===== src/rtl/memory_helper_solver.sv =====
`default_nettype none
// ============================================================================
// Module      : memory_helper_solver
// Description : RISC-V load/store lane helper: size code, byte strobes, store
//               alignment, load extraction/extension, and an optional sticky
//               misalignment trap enabled by macro MEM_MISALIGN_CHECK_EN.
// Revision    : 1.0 - initial release
// ============================================================================
module memory_helper_solver (
    input  logic        clk,
    input  logic        rst,
    input  logic [63:0] addr_req,
    input  logic [2:0]  mem_mode,
    input  logic [63:0] st_data_in,
    input  logic        acc_valid,
    input  logic [63:0] ld_bus_data,
    output logic [63:0] addr,
    output logic [2:0]  msize,
    output logic [7:0]  strobe,
    output logic [63:0] st_data,
    output logic [63:0] ld_data,
    output logic        misaligned,
    output logic        err_sticky,
    output logic [63:0] err_addr
);

    localparam logic [2:0] c_mode_b   = 3'b000;
    localparam logic [2:0] c_mode_h   = 3'b001;
    localparam logic [2:0] c_mode_w   = 3'b010;
    localparam logic [2:0] c_mode_d   = 3'b011;
    localparam logic [2:0] c_mode_bu  = 3'b100;
    localparam logic [2:0] c_mode_hu  = 3'b101;
    localparam logic [2:0] c_mode_wu  = 3'b110;

    logic [2:0]  w_off;
    logic [5:0]  w_bit_off;
    logic [2:0]  w_msize;
    logic [7:0]  w_base_mask;
    logic [7:0]  w_strobe_raw;
    logic [63:0] w_ld_shift;
    logic [63:0] w_ld_data;
    logic        w_misaligned;

    assign w_off     = addr_req[2:0];
    assign w_bit_off = {w_off, 3'b000};

    always_comb begin
        w_msize     = 3'd0;
        w_base_mask = 8'h00;
        case (mem_mode)
            c_mode_b, c_mode_bu: begin w_msize = 3'd0; w_base_mask = 8'h01; end
            c_mode_h, c_mode_hu: begin w_msize = 3'd1; w_base_mask = 8'h03; end
            c_mode_w, c_mode_wu: begin w_msize = 3'd2; w_base_mask = 8'h0F; end
            c_mode_d:            begin w_msize = 3'd3; w_base_mask = 8'hFF; end
            default:             begin w_msize = 3'd0; w_base_mask = 8'h00; end
        endcase
    end

    // 8-bit shift drops any lane that would land past lane 7
    assign w_strobe_raw = w_base_mask << w_off;
    assign w_ld_shift   = ld_bus_data >> w_bit_off;

    always_comb begin
        w_ld_data = 64'd0;
        case (mem_mode)
            c_mode_b:  w_ld_data = {{56{w_ld_shift[7]}},  w_ld_shift[7:0]};
            c_mode_h:  w_ld_data = {{48{w_ld_shift[15]}}, w_ld_shift[15:0]};
            c_mode_w:  w_ld_data = {{32{w_ld_shift[31]}}, w_ld_shift[31:0]};
            c_mode_d:  w_ld_data = w_ld_shift;
            c_mode_bu: w_ld_data = {56'd0, w_ld_shift[7:0]};
            c_mode_hu: w_ld_data = {48'd0, w_ld_shift[15:0]};
            c_mode_wu: w_ld_data = {32'd0, w_ld_shift[31:0]};
            default:   w_ld_data = 64'd0;
        endcase
    end

`ifdef MEM_MISALIGN_CHECK_EN
    logic        r_err_sticky_q;
    logic        w_err_sticky_d;
    logic [63:0] r_err_addr_q;
    logic [63:0] w_err_addr_d;
    logic        w_err_hit;

    always_comb begin
        w_misaligned = 1'b0;
        case (mem_mode)
            c_mode_h, c_mode_hu: w_misaligned = addr_req[0];
            c_mode_w, c_mode_wu: w_misaligned = |addr_req[1:0];
            c_mode_d:            w_misaligned = |addr_req[2:0];
            default:             w_misaligned = 1'b0;
        endcase
    end

    assign w_err_hit = acc_valid & w_misaligned;

    // Only the first faulting address is kept until the next reset
    always_comb begin
        w_err_sticky_d = r_err_sticky_q | w_err_hit;
        w_err_addr_d   = r_err_addr_q;
        if (w_err_hit && !r_err_sticky_q) begin
            w_err_addr_d = addr_req;
        end
    end

    always_ff @(posedge clk or posedge rst) begin
        if (rst) begin
            r_err_sticky_q <= 1'b0;
            r_err_addr_q   <= 64'd0;
        end else begin
            r_err_sticky_q <= w_err_sticky_d;
            r_err_addr_q   <= w_err_addr_d;
        end
    end

    assign strobe     = w_misaligned ? 8'h00 : w_strobe_raw;
    assign err_sticky = r_err_sticky_q;
    assign err_addr   = r_err_addr_q;
`else
    logic w_unused;

    assign w_unused     = &{1'b0, clk, rst, acc_valid};
    assign w_misaligned = 1'b0;
    assign strobe       = w_strobe_raw;
    assign err_sticky   = 1'b0;
    assign err_addr     = 64'd0;
`endif

    assign addr       = addr_req;
    assign msize      = w_msize;
    assign st_data    = st_data_in << w_bit_off;
    assign ld_data    = w_ld_data;
    assign misaligned = w_misaligned;

endmodule
`default_nettype wire


===== config.mk =====
export PLATFORM = sky130hd
export DESIGN_NAME = memory_helper_solver
export DESIGN_NICKNAME = d
export VERILOG_FILES = /design/src/rtl/memory_helper_solver.sv
export SDC_FILE = /design/constraint.sdc
export NUM_CORES = 1
export LEC_CHECK = 0
export ABC_AREA = 1
export ABC_CLOCK_PERIOD_IN_PS = 1100
export BUFFER_PORTS_ARGS = -buffer_cell sky130_fd_sc_hd__clkbuf_2
export CAP_MARGIN = 20
export CELL_PAD_IN_SITES_DETAIL_PLACEMENT = 1
export CELL_PAD_IN_SITES_GLOBAL_PLACEMENT = 2
export CORE_MARGIN = 1
export CORE_UTILIZATION = 16
export DETAILED_ROUTE_END_ITERATION = 16
export PLACE_DENSITY = 0.89
export SLEW_MARGIN = 20
export SYNTH_ARGS = -nofsm -noshare
export SYNTH_HDL_FRONTEND = slang
export SYNTH_SLANG_ARGS = --single-unit

===== constraint.sdc =====
create_clock -name vclk -period 1.1
set_input_delay 0.055 -clock vclk [all_inputs]
set_output_delay 0.055 -clock vclk [all_outputs]
set_load 0.02 [all_outputs]

==> results of run 1 <==
==> through the flow <==
step	worst slack (ns)	TNS, ns	hold WS, ns	instance area, sq um	power (W)
floorplan	-0.0601	-0.246	0.223	5550	0.00280
global placement	-0.623	-44.91	0.110	7050	0.00378
detailed placement	-0.684	-50.05	0.110	7050	0.00384
CTS	-0.330	-29.24	0.110	9160	0.00491
global route	-0.380	-35.31	0.110	10700	0.00618
finish	-0.342	-29.33	0.110	10700	0.00585
==> what timing repair did <==
item,in CTS,in global routing
gates resized for setup,344,412
pin swaps,42,90
cloned,22,9
hold buffers,0,0
setup endpoints to repair,137,137
hold endpoints to repair,0,0
buffers inserted,31,26
==> worst paths after layout <==
kind | startpoint | end | slack, ns | cells after the start
worst max-delay path | addr_req[0] | ld_data[33] | -0.34 | 10
worst min-delay path | addr_req[38] | addr[38] | 0.11 | 0
==> worst max-delay path: stages <==
cell	delay [ns]
buf_16	0.13
inv_12	0.05
buf_12	0.15
buf_4	0.14
o21ai_2	0.19
o21ai_2	0.10
buf_4	0.14
nand2_1	0.05
nand4_1	0.16
clkbuf_8	0.20
==> metal layers <==
| metal | wire (um) | part of all wire, % |
|---|---|---|
| met1 | 14200 | 39 |
| met2 | 18600 | 51 |
| met3 | 2040 | 5.6 |
| met4 | 1690 | 4.6 |
| met5 | 0 | 0 |
==> cell families (layout without fill, tap and decap cells) <==
logic type / after synthesis / in the layout
AO/OA/AOI/OAI: 144 / 144
buffers and inverters: 247 / 498
multiplexers: 23 / 23
other: 1 / 68
AND/OR/NAND/NOR: 595 / 595
==> cells in the final DEF (no fill, tap or decap), types with 3 or more instances in the layout <==
master / Yosys / layout
mux2i_4: 0 / 17
buf_12: 0 / 39
a31oi_4: 0 / 3
o21ai_4: 1 / 13
nor2_1: 59 / 42
nand2_2: 4 / 55
buf_16: 0 / 17
o211ai_1: 17 / 17
buf_4: 144 / 142
clkbuf_16: 0 / 8
clkbuf_2: 0 / 138
o21ai_2: 7 / 44
a21oi_2: 0 / 6
nand3_1: 126 / 78
clkbuf_8: 0 / 44
a31oi_2: 0 / 3
mux2i_2: 0 / 5
nand2_1: 355 / 274
nand3_4: 0 / 11
nor2_4: 0 / 4
nor2_2: 1 / 14
buf_8: 1 / 12
and2_4: 0 / 7
o21ai_1: 31 / 37
conb_1: 1 / 67
o21ai_0: 64 / 9
buf_6: 16 / 52
nand3_2: 3 / 40
inv_1: 24 / 20
nand4_1: 37 / 37
buf_2: 34 / 12
nand2_4: 0 / 28
==> final cells by class <==
class                           instances  area share, %
Multi-Input combinational cell        829           49.3
Timing Repair Buffer                  467           43.8
Tap cell                              435           5.09
Inverter                               29           1.52
Timing Repair inverter                  2          0.269
Antenna cell                            1         0.0234
==> where the power goes <==
group	switching [W]	internal (W)	total, W
combinational	0.00327	0.00258	0.00585
clock	0	0.000000000122	0.000000000122
sequential	0	0	0
total	0.00327	0.00258	0.00585
==> impl_metrics.py, run 1 <==
metrics = {
    "timing": {
        "hold_viol": 0,
        "period_share_pct": 131,
        "fin_crit_ns": 1.44,
        "layout_setup_ws_ns": -0.342,
        "fmax_mhz": 693,
        "slew_viol_final": 0,
        "setup_violations": 128,
        "rsz0062_at_grt": "yes",
    },
    "logic_synthesis": {
        "seq_area_frac_synth_pct": 0,
        "synth_cells": 1010,
        "synthesis.area_sq_um": 5250,
        "synth_top_family_by_area": "simple AND/OR/NAND/NOR gates",
        "synth_cell_types": 35,
        "synth.top_cell.area_share_pct": 25.4,
        "synth_warnings": 0,
        "synth_area_leaders": "nand2_1 (25%), buf_4 (21%), nand3_1 (12%), o21ai_0 (6.1%), nand4_1 (4.4%)",
        "synth_compound_area_share_pct": 15.8,
        "syn_area_per_cell_sq_um": 5.20,
        "synth_common_cells": "nand2_1 (355), buf_4 (144), nand3_1 (126)",
        "synthMuxAreaShare_pct": 4.39,
        "synthSimpleGateAreaFrac_pct": 48.4,
        "synthAdderAreaFrac_pct": 0,
        "yosys.area.top_type": "nand2_1",
        "synthXorXnorAreaFrac_pct": 0,
        "yosysMostFrequentCell": "nand2_1",
    },
    "floorplan": {
        "io_pins": 467,
        "dieArea_sq_um": 33500,
        "initial_utilization_pct": 16.5,
        "coreArea_sq_um": 31900,
        "core.rowCount": 65,
        "die_y_um": 183,
        "die_w_um": 183,
    },
    "finish": {
        "multi_input_area_sq_um": 5280,
        "fin_cells": 1763,
        "seq_area_sq_um": 0,
        "area_growth_syn_to_layout_pct": 104,
        "numSequentialCells": 0,
        "clock_buffers": 0,
        "filler_cell_count": 3990,
        "layout-drive-gt1-share_pct": 55.6,
        "fin_util_pct": 33.6,
        "final_net_count": 1527,
    },
    "placement": {
        "dp_hpwl_um": 23000,
        "place_congestion": 0.898,
        "dp.cells": 1684,
        "io_buffers": 275,
    },
    "power": {
        "irDropWorstVdd_v": 0.000202,
        "leakage_nw": 5.24,
        "power.density_nw_per_um2": 546,
    },
    "worst_setup_path": {
        "crit_arrival_ns": 1.39,
        "required_ns": 1.04,
        "start_kind": "input port",
        "cp-end-kind": "primary output",
        "path_class": "input port to primary output",
        "critPathMaxFanout": 9,
    },
    "route": {
        "dr.pass1.iters": 5,
        "drc": 0,
        "routed_wl_um": 36500,
        "via_per_inst": 4.76,
        "antenna_left": 0,
        "post_drt_wl_per_cell_um": 20.7,
        "drtIter0Drc": 347,
        "route.vias.total": 8399,
    },
    "grt": {
        "use_met3_pct": 2.56,
        "grt_pass1_wl_um": 48800,
        "grt_overflow": 0,
        "use_met1_pct": 21.6,
        "gr-usage-met2_pct": 34.5,
        "grt_pass1_vias": 8331,
        "antenna_found_initial": 4,
        "busiest_layer": "met2",
        "grt_usage_pct": 18.7,
        "grt_max_degree": 48,
    },
    "job": {
        "maxCapViolCount": 0,
    },
    "run_status": {
        "failed_checks": "setup timing",
        "status": "complete, but fails checks",
    },
    "hold_path": {
        "min_path_type": "input port to primary output",
    },
}
No activity file was read; power rests on OpenSTA's default activity.
==> inputs of run 2 (changes only) <==
--- a/config.mk
+++ b/config.mk
@@ -5,16 +5,16 @@
 export SDC_FILE = /design/constraint.sdc
 export NUM_CORES = 1
 export LEC_CHECK = 0
-export ABC_AREA = 1
+export ABC_AREA = 0
 export ABC_CLOCK_PERIOD_IN_PS = 1100
 export BUFFER_PORTS_ARGS = -buffer_cell sky130_fd_sc_hd__clkbuf_2
 export CAP_MARGIN = 20
 export CELL_PAD_IN_SITES_DETAIL_PLACEMENT = 1
 export CELL_PAD_IN_SITES_GLOBAL_PLACEMENT = 2
-export CORE_MARGIN = 1
-export CORE_UTILIZATION = 16
+export CORE_AREA = 2 2 184 186
 export DETAILED_ROUTE_END_ITERATION = 16
-export PLACE_DENSITY = 0.89
+export DIE_AREA = 0 0 186 188
+export PLACE_DENSITY = 0.81
 export SLEW_MARGIN = 20
 export SYNTH_ARGS = -nofsm -noshare
 export SYNTH_HDL_FRONTEND = slang
==> run 2 against run 1 <==
Effect of this change:
- the flow still finishes with violations (setup timing)
- hold slack is essentially flat
- synthesized cell count shrank 27%
- wire length shrank 1.3%
- non-clock buffer count grew 26
- critical endpoint unchanged
- highest routed layer unchanged
==> impl_metrics.py, run 2 <==
metrics = {
    "run_status": {
        "status": "complete, but fails checks",
        "failed_checks": "setup timing",
    },
    "timing": {
        "fin_crit_ns": 1.78,
        "setup_violations": 136,
        "fmax_mhz": 562,
        "layout_setup_ws_ns": -0.679,
        "rsz0062_at_grt": "yes",
        "slew_viol_final": 0,
        "timing.hold.ws_ns": 0.110,
        "hold_viol": 0,
        "period_share_pct": 162,
    },
    "route": {
        "dr.pass1.iters": 4,
        "wl_met3_um": 2130,
        "drtIter0Drc": 242,
        "wl_met2_um": 19100,
        "routed_wl_um": 36000,
        "antenna_left": 0,
        "met1Wirelength_um": 13100,
        "route.vias.total": 7138,
        "post_drt_wl_per_cell_um": 23.1,
        "via_per_inst": 4.59,
        "highest_layer": "met4",
        "drc": 0,
    },
    "finish": {
        "n_antenna_cell": 0,
        "clock_buffers": 0,
        "final_net_count": 1306,
        "numSequentialCells": 0,
        "fin_util_pct": 33.9,
        "seq_area_sq_um": 0,
        "layout_commonest_cell": "clkbuf_2",
        "final_cell_mix": "clkbuf_2 (162), buf_4 (134), conb_1 (67)",
        "fin_area_sq_um": 11200,
        "area_growth_syn_to_layout_pct": 116,
        "layout-drive-gt1-share_pct": 71.2,
    },
    "grt": {
        "grt_usage_pct": 18.7,
        "grt_pass1_wl_um": 49100,
        "grt_pass1_vias": 7515,
        "grt_overflow": 0,
        "grt_max_degree": 29,
        "antenna_found_initial": 0,
    },
    "placement": {
        "detailedPlace.worstSlack_ns": -0.678,
        "io_buffers": 275,
        "dp_hpwl_um": 24500,
        "place_congestion": 0.853,
        "place_area_sq_um": 8160,
    },
    "floorplan": {
        "core.rowCount": 67,
        "die_y_um": 188,
        "dieArea_sq_um": 35000,
        "initial_utilization_pct": 15.7,
        "die_w_um": 186,
        "io_pins": 467,
        "coreArea_sq_um": 33100,
    },
    "worst_setup_path": {
        "path_class": "input port to primary output",
        "endpoint": "ld_data[33]",
        "setup.worst_path.start": "addr_req[1]",
        "crit_arrival_ns": 1.72,
        "critPathMaxFanout": 8,
        "cp-end-kind": "primary output",
        "start_kind": "input port",
        "required_ns": 1.04,
    },
    "logic_synthesis": {
        "seq_area_frac_synth_pct": 0,
        "synthesis.area_sq_um": 5190,
        "syn_area_per_cell_sq_um": 7.00,
        "synth.top_cell.area_share_pct": 20.4,
        "synth_warnings": 0,
        "synth_area_leaders": "mux2i_1 (20%), buf_4 (20%), mux4_2 (9.1%), o21ai_0 (7.0%), nand2_1 (7.0%)",
        "synth_cell_types": 45,
        "synth_common_cells": "buf_4 (140), mux2i_1 (106), nand2_1 (97)",
        "synth_cells": 742,
        "yosysMostFrequentCell": "buf_4",
        "yosys.area.top_type": "mux2i_1",
    },
    "clocking": {
        "holdBufCountCts": 0,
    },
    "job": {
        "maxCapViolCount": 0,
    },
    "power": {
        "power.density_nw_per_um2": 561,
        "leakage_nw": 5.05,
        "irDropWorstVdd_v": 0.000217,
    },
    "hold_path": {
        "min_path_type": "input port to primary output",
    },
}
==> run 2: changes by cell type after synthesis, sizes merged, moves of 15 or more <==
cell    change
nand2     -262
nand3     -127
mux2i      +83
nand4      -36
a21oi      +32
inv        -26
buf        -24
a211oi     +23
o21ai      -23
mux2       +21
mux4       +21
o22ai      +17
nor2b      +15
==> run 2: report_power, final <==
| part | internal (W) | switching (W) | total, W |
|---|---|---|---|
| registers | 0 | 0 | 0 |
| clock network | 0 | 0 | 0 |
| logic | 0.00300 | 0.00329 | 0.00629 |
==> run 2: final cells by class <==
| class | count | area [sq um] |
|---|---|---|
| inverters | 4 | 16.3 |
| multi-input cells | 609 | 5690 |
| repair buffers | 493 | 4950 |
| well taps | 448 | 561 |
| fillers | 3785 | 21900 |
==> run 2: worst min-delay path by stage <==
| stage | cells past startpoint | end | from |
|---|---|---|---|
| 5_1_grt | 0 | addr[40] | addr_req[40] |
| 3_5_place_dp | 0 | addr[13] | addr_req[13] |
| 4_1_cts | 0 | addr[13] | addr_req[13] |
| 3_3_place_gp | 0 | addr[13] | addr_req[13] |
| 2_1_floorplan | 1 | addr[0] | addr_req[0] |
| 6_report | 0 | addr[10] | addr_req[10] |
==> run 2: repair_timing <==
item | 4_1_cts | 5_1_grt
cloned | 18 | 4
pin swaps | 56 | 37
resized for setup | 356 | 198
setup endpoints to repair | 136 | 136
buffers inserted | 47 | 17
==> run 2: critical path, cell delays in order <==
cell and delay (ns):
buf_12 0.11, mux2_4 0.30, or3_4 0.35, nand4_4 0.12
o311a_4 0.34, clkbuf_16 0.25, nand2_4 0.06, buf_6 0.13
==> run 2: cell families (layout without fill, tap and decap cells) <==
family                 after synthesis  after routing  synth area share [%]
buffers and inverters              199            497                  26.2
multiplexers                       148            148                  34.2
AND/OR/NAND/NOR                    204            204                  17.4
other                                1             67                0.0722
AO/OA/AOI/OAI                      190            190                  22.1
==> run 2: stage by stage <==
step                std cells  setup TNS (ns)  total power, W
finish                   1554          -54.56         0.00629
global route             1554          -61.88         0.00662
CTS                      1537          -56.43         0.00581
detailed placement       1473          -63.19         0.00453
global placement         1473          -60.11         0.00446
floorplan                 808          -14.43         0.00336
==> run 2: routing by layer <==
metal / global-route usage [%] / vias to the layer above
li1: - / 3188
met1: 20.5 / 3511
met3: 2.10 / 100
met4: 6.69 / 0
met5: 0 / -
met2: 36.1 / 339
==> inputs of run 3 (changes only) <==
==> config.mk (replaced) <==
export PLATFORM = sky130hd
export DESIGN_NAME = memory_helper_solver
export DESIGN_NICKNAME = d
export VERILOG_FILES = /design/src/rtl/memory_helper_solver.sv
export SDC_FILE = /design/constraint.sdc
export NUM_CORES = 1
export LEC_CHECK = 0
export ABC_AREA = 0
export ABC_CLOCK_PERIOD_IN_PS = 1400
export BUFFER_PORTS_ARGS = -buffer_cell sky130_fd_sc_hd__clkbuf_2
export CAP_MARGIN = 20
export CELL_PAD_IN_SITES_DETAIL_PLACEMENT = 1
export CELL_PAD_IN_SITES_GLOBAL_PLACEMENT = 2
export CORE_MARGIN = 1
export CORE_UTILIZATION = 16
export DETAILED_ROUTE_END_ITERATION = 16
export PLACE_DENSITY = 0.85
export SYNTH_ARGS = -nofsm -noshare
export SYNTH_HDL_FRONTEND = slang
export SYNTH_SLANG_ARGS = --single-unit
==> constraint.sdc (replaced) <==
create_clock -name vclk -period 1.4
set_input_delay 0.07 -clock vclk [all_inputs]
set_output_delay 0.07 -clock vclk [all_outputs]
set_load 0.02 [all_outputs]
==> run 3 against run 2 <==
Effect of this change:
- the run still ends with setup timing left
- design area decreased by 27%
- setup slack improved by 0.34 ns
- sequential cell count stayed put
- die area down 5.1%
- global-route usage fell by 3.2 points
==> impl_metrics.py, run 3 (synthesis results as in run 2) <==
metrics = {
    "run_status": {
        "status": "complete, but fails checks",
        "failed_checks": "setup timing",
    },
    "worst_setup_path": {
        "crit_buf_inv": 3,
        "crit_arrival_ns": 1.67,
        "worstPathCellList": "buf_12 -> mux2_4 -> or3_4 -> nand4_4 -> o311a_4 -> buf_12 -> o21ai_2 -> clkbuf_8",
        "cp-end-kind": "primary output",
        "start_kind": "input port",
        "cp_slowest_stage_delay_ns": 0.35,
        "path_class": "input port to primary output",
        "cp_slowest_cell": "or3_4",
        "critPathMaxFanout": 8,
        "crit_family": "buffers and inverters",
        "cp_common_cell": "buf_12",
        "required_ns": 1.33,
    },
    "power": {
        "irDropWorstVdd_v": 0.000165,
        "p_total_w": 0.00363,
        "leakage_nw": 3.97,
        "power.density_nw_per_um2": 445,
    },
    "timing": {
        "timing.hold.ws_ns": 0.140,
        "fmax_mhz": 576,
        "period_share_pct": 124,
        "setup_violations": 102,
        "slew_viol_final": 0,
        "layout_setup_ws_ns": -0.336,
        "rsz0062_at_grt": "yes",
        "fin_crit_ns": 1.74,
        "hold_viol": 0,
    },
    "finish": {
        "final_net_count": 1207,
        "layout-drive-gt1-share_pct": 53.4,
        "seq_area_sq_um": 0,
        "filler_cell_count": 3886,
        "area_growth_syn_to_layout_pct": 57.3,
        "fin_cells": 1411,
        "clock_buffers": 0,
        "layout_commonest_cell": "clkbuf_2",
        "numSequentialCells": 0,
        "fin_util_pct": 25.8,
        "final_cell_mix": "clkbuf_2 (196), buf_4 (102), mux2i_1 (94)",
    },
    "grt": {
        "grt_usage_pct": 15.5,
        "grt_max_degree": 29,
        "grt_overflow": 0,
        "grt_pass1_wl_um": 39500,
        "antenna_found_initial": 1,
        "grt_pass1_vias": 6451,
    },
    "floorplan": {
        "coreArea_sq_um": 31700,
        "io_pins": 467,
        "dieArea_sq_um": 33200,
        "die_w_um": 182,
        "initial_utilization_pct": 16.4,
        "core.rowCount": 65,
        "die_y_um": 182,
    },
    "hold_path": {
        "hold_path.startpoint": "addr_req[50]",
        "min_path_type": "input port to primary output",
        "hold_end": "addr[50]",
        "hold_depth": 0,
    },
    "route": {
        "via_per_inst": 4.57,
        "dr.pass1.iters": 4,
        "antenna_left": 0,
        "drc": 0,
        "routed_wl_um": 28300,
        "post_drt_wl_per_cell_um": 20.1,
        "route.vias.total": 6443,
        "drtIter0Drc": 180,
    },
    "placement": {
        "place_congestion": 0.905,
        "dp.cells": 1398,
        "io_buffers": 275,
        "dp_hpwl_um": 21900,
    },
    "clocking": {
        "holdBufCountCts": 0,
    },
    "job": {
        "maxCapViolCount": 0,
    },
}
-- run 3: how the worst max path moves through the flow --
stage	from	to	slack (ns)	cells past startpoint
3_5_place_dp	addr_req[1]	ld_data[54]	-0.36	8
5_1_grt	addr_req[1]	ld_data[61]	-0.37	8
3_3_place_gp	addr_req[1]	ld_data[54]	-0.32	8
6_report	addr_req[1]	ld_data[49]	-0.34	8
2_1_floorplan	addr_req[2]	ld_data[48]	-0.09	7
4_1_cts	addr_req[1]	ld_data[47]	-0.33	8
-- run 3: routing by layer --
layer  wire length [um]  part of all wire [%]  track usage, %
met5                  0                     0               0
met4               1280                   4.5            5.85
met3               1500                   5.3            1.64
met2              14800                    52            29.9
met1              10800                    38            17.2
-- run 3: final cells by class --
class                           count  area [sq um]  share of cell area (%)
Tap cell                          402           503                    6.16
Antenna cell                        2          5.00                  0.0613
Multi-Input combinational cell    609          4590                    56.2
Timing Repair Buffer              394          3060                    37.4
Inverter                            4          15.0                   0.184
-- run 3: timing repair --
item,4_1_cts,5_1_grt
gates cloned,5,1
buffers inserted,4,2
pin swaps,6,6
resized for setup,110,163
setup endpoints to repair,127,134
-- run 3: report_power, final --
part                total (W)    internal [W]  switching [W]
registers                   0               0              0
clock network  0.000000000157  0.000000000157              0
logic                 0.00363         0.00155        0.00209
total                 0.00363         0.00155        0.00209
-- run 3: through the flow --
| step | setup WS [ns] | TNS (ns) | area (sq um) |
|---|---|---|---|
| 2_1_floorplan | -0.0893 | -0.639 | 5530 |
| 4_1_cts | -0.330 | -19.69 | 7720 |
| 3_5_place_dp | -0.359 | -21.32 | 7120 |
| 3_3_place_gp | -0.316 | -18.12 | 7120 |
| 6_report | -0.336 | -20.45 | 8170 |
| 5_1_grt | -0.372 | -27.12 | 8170 |
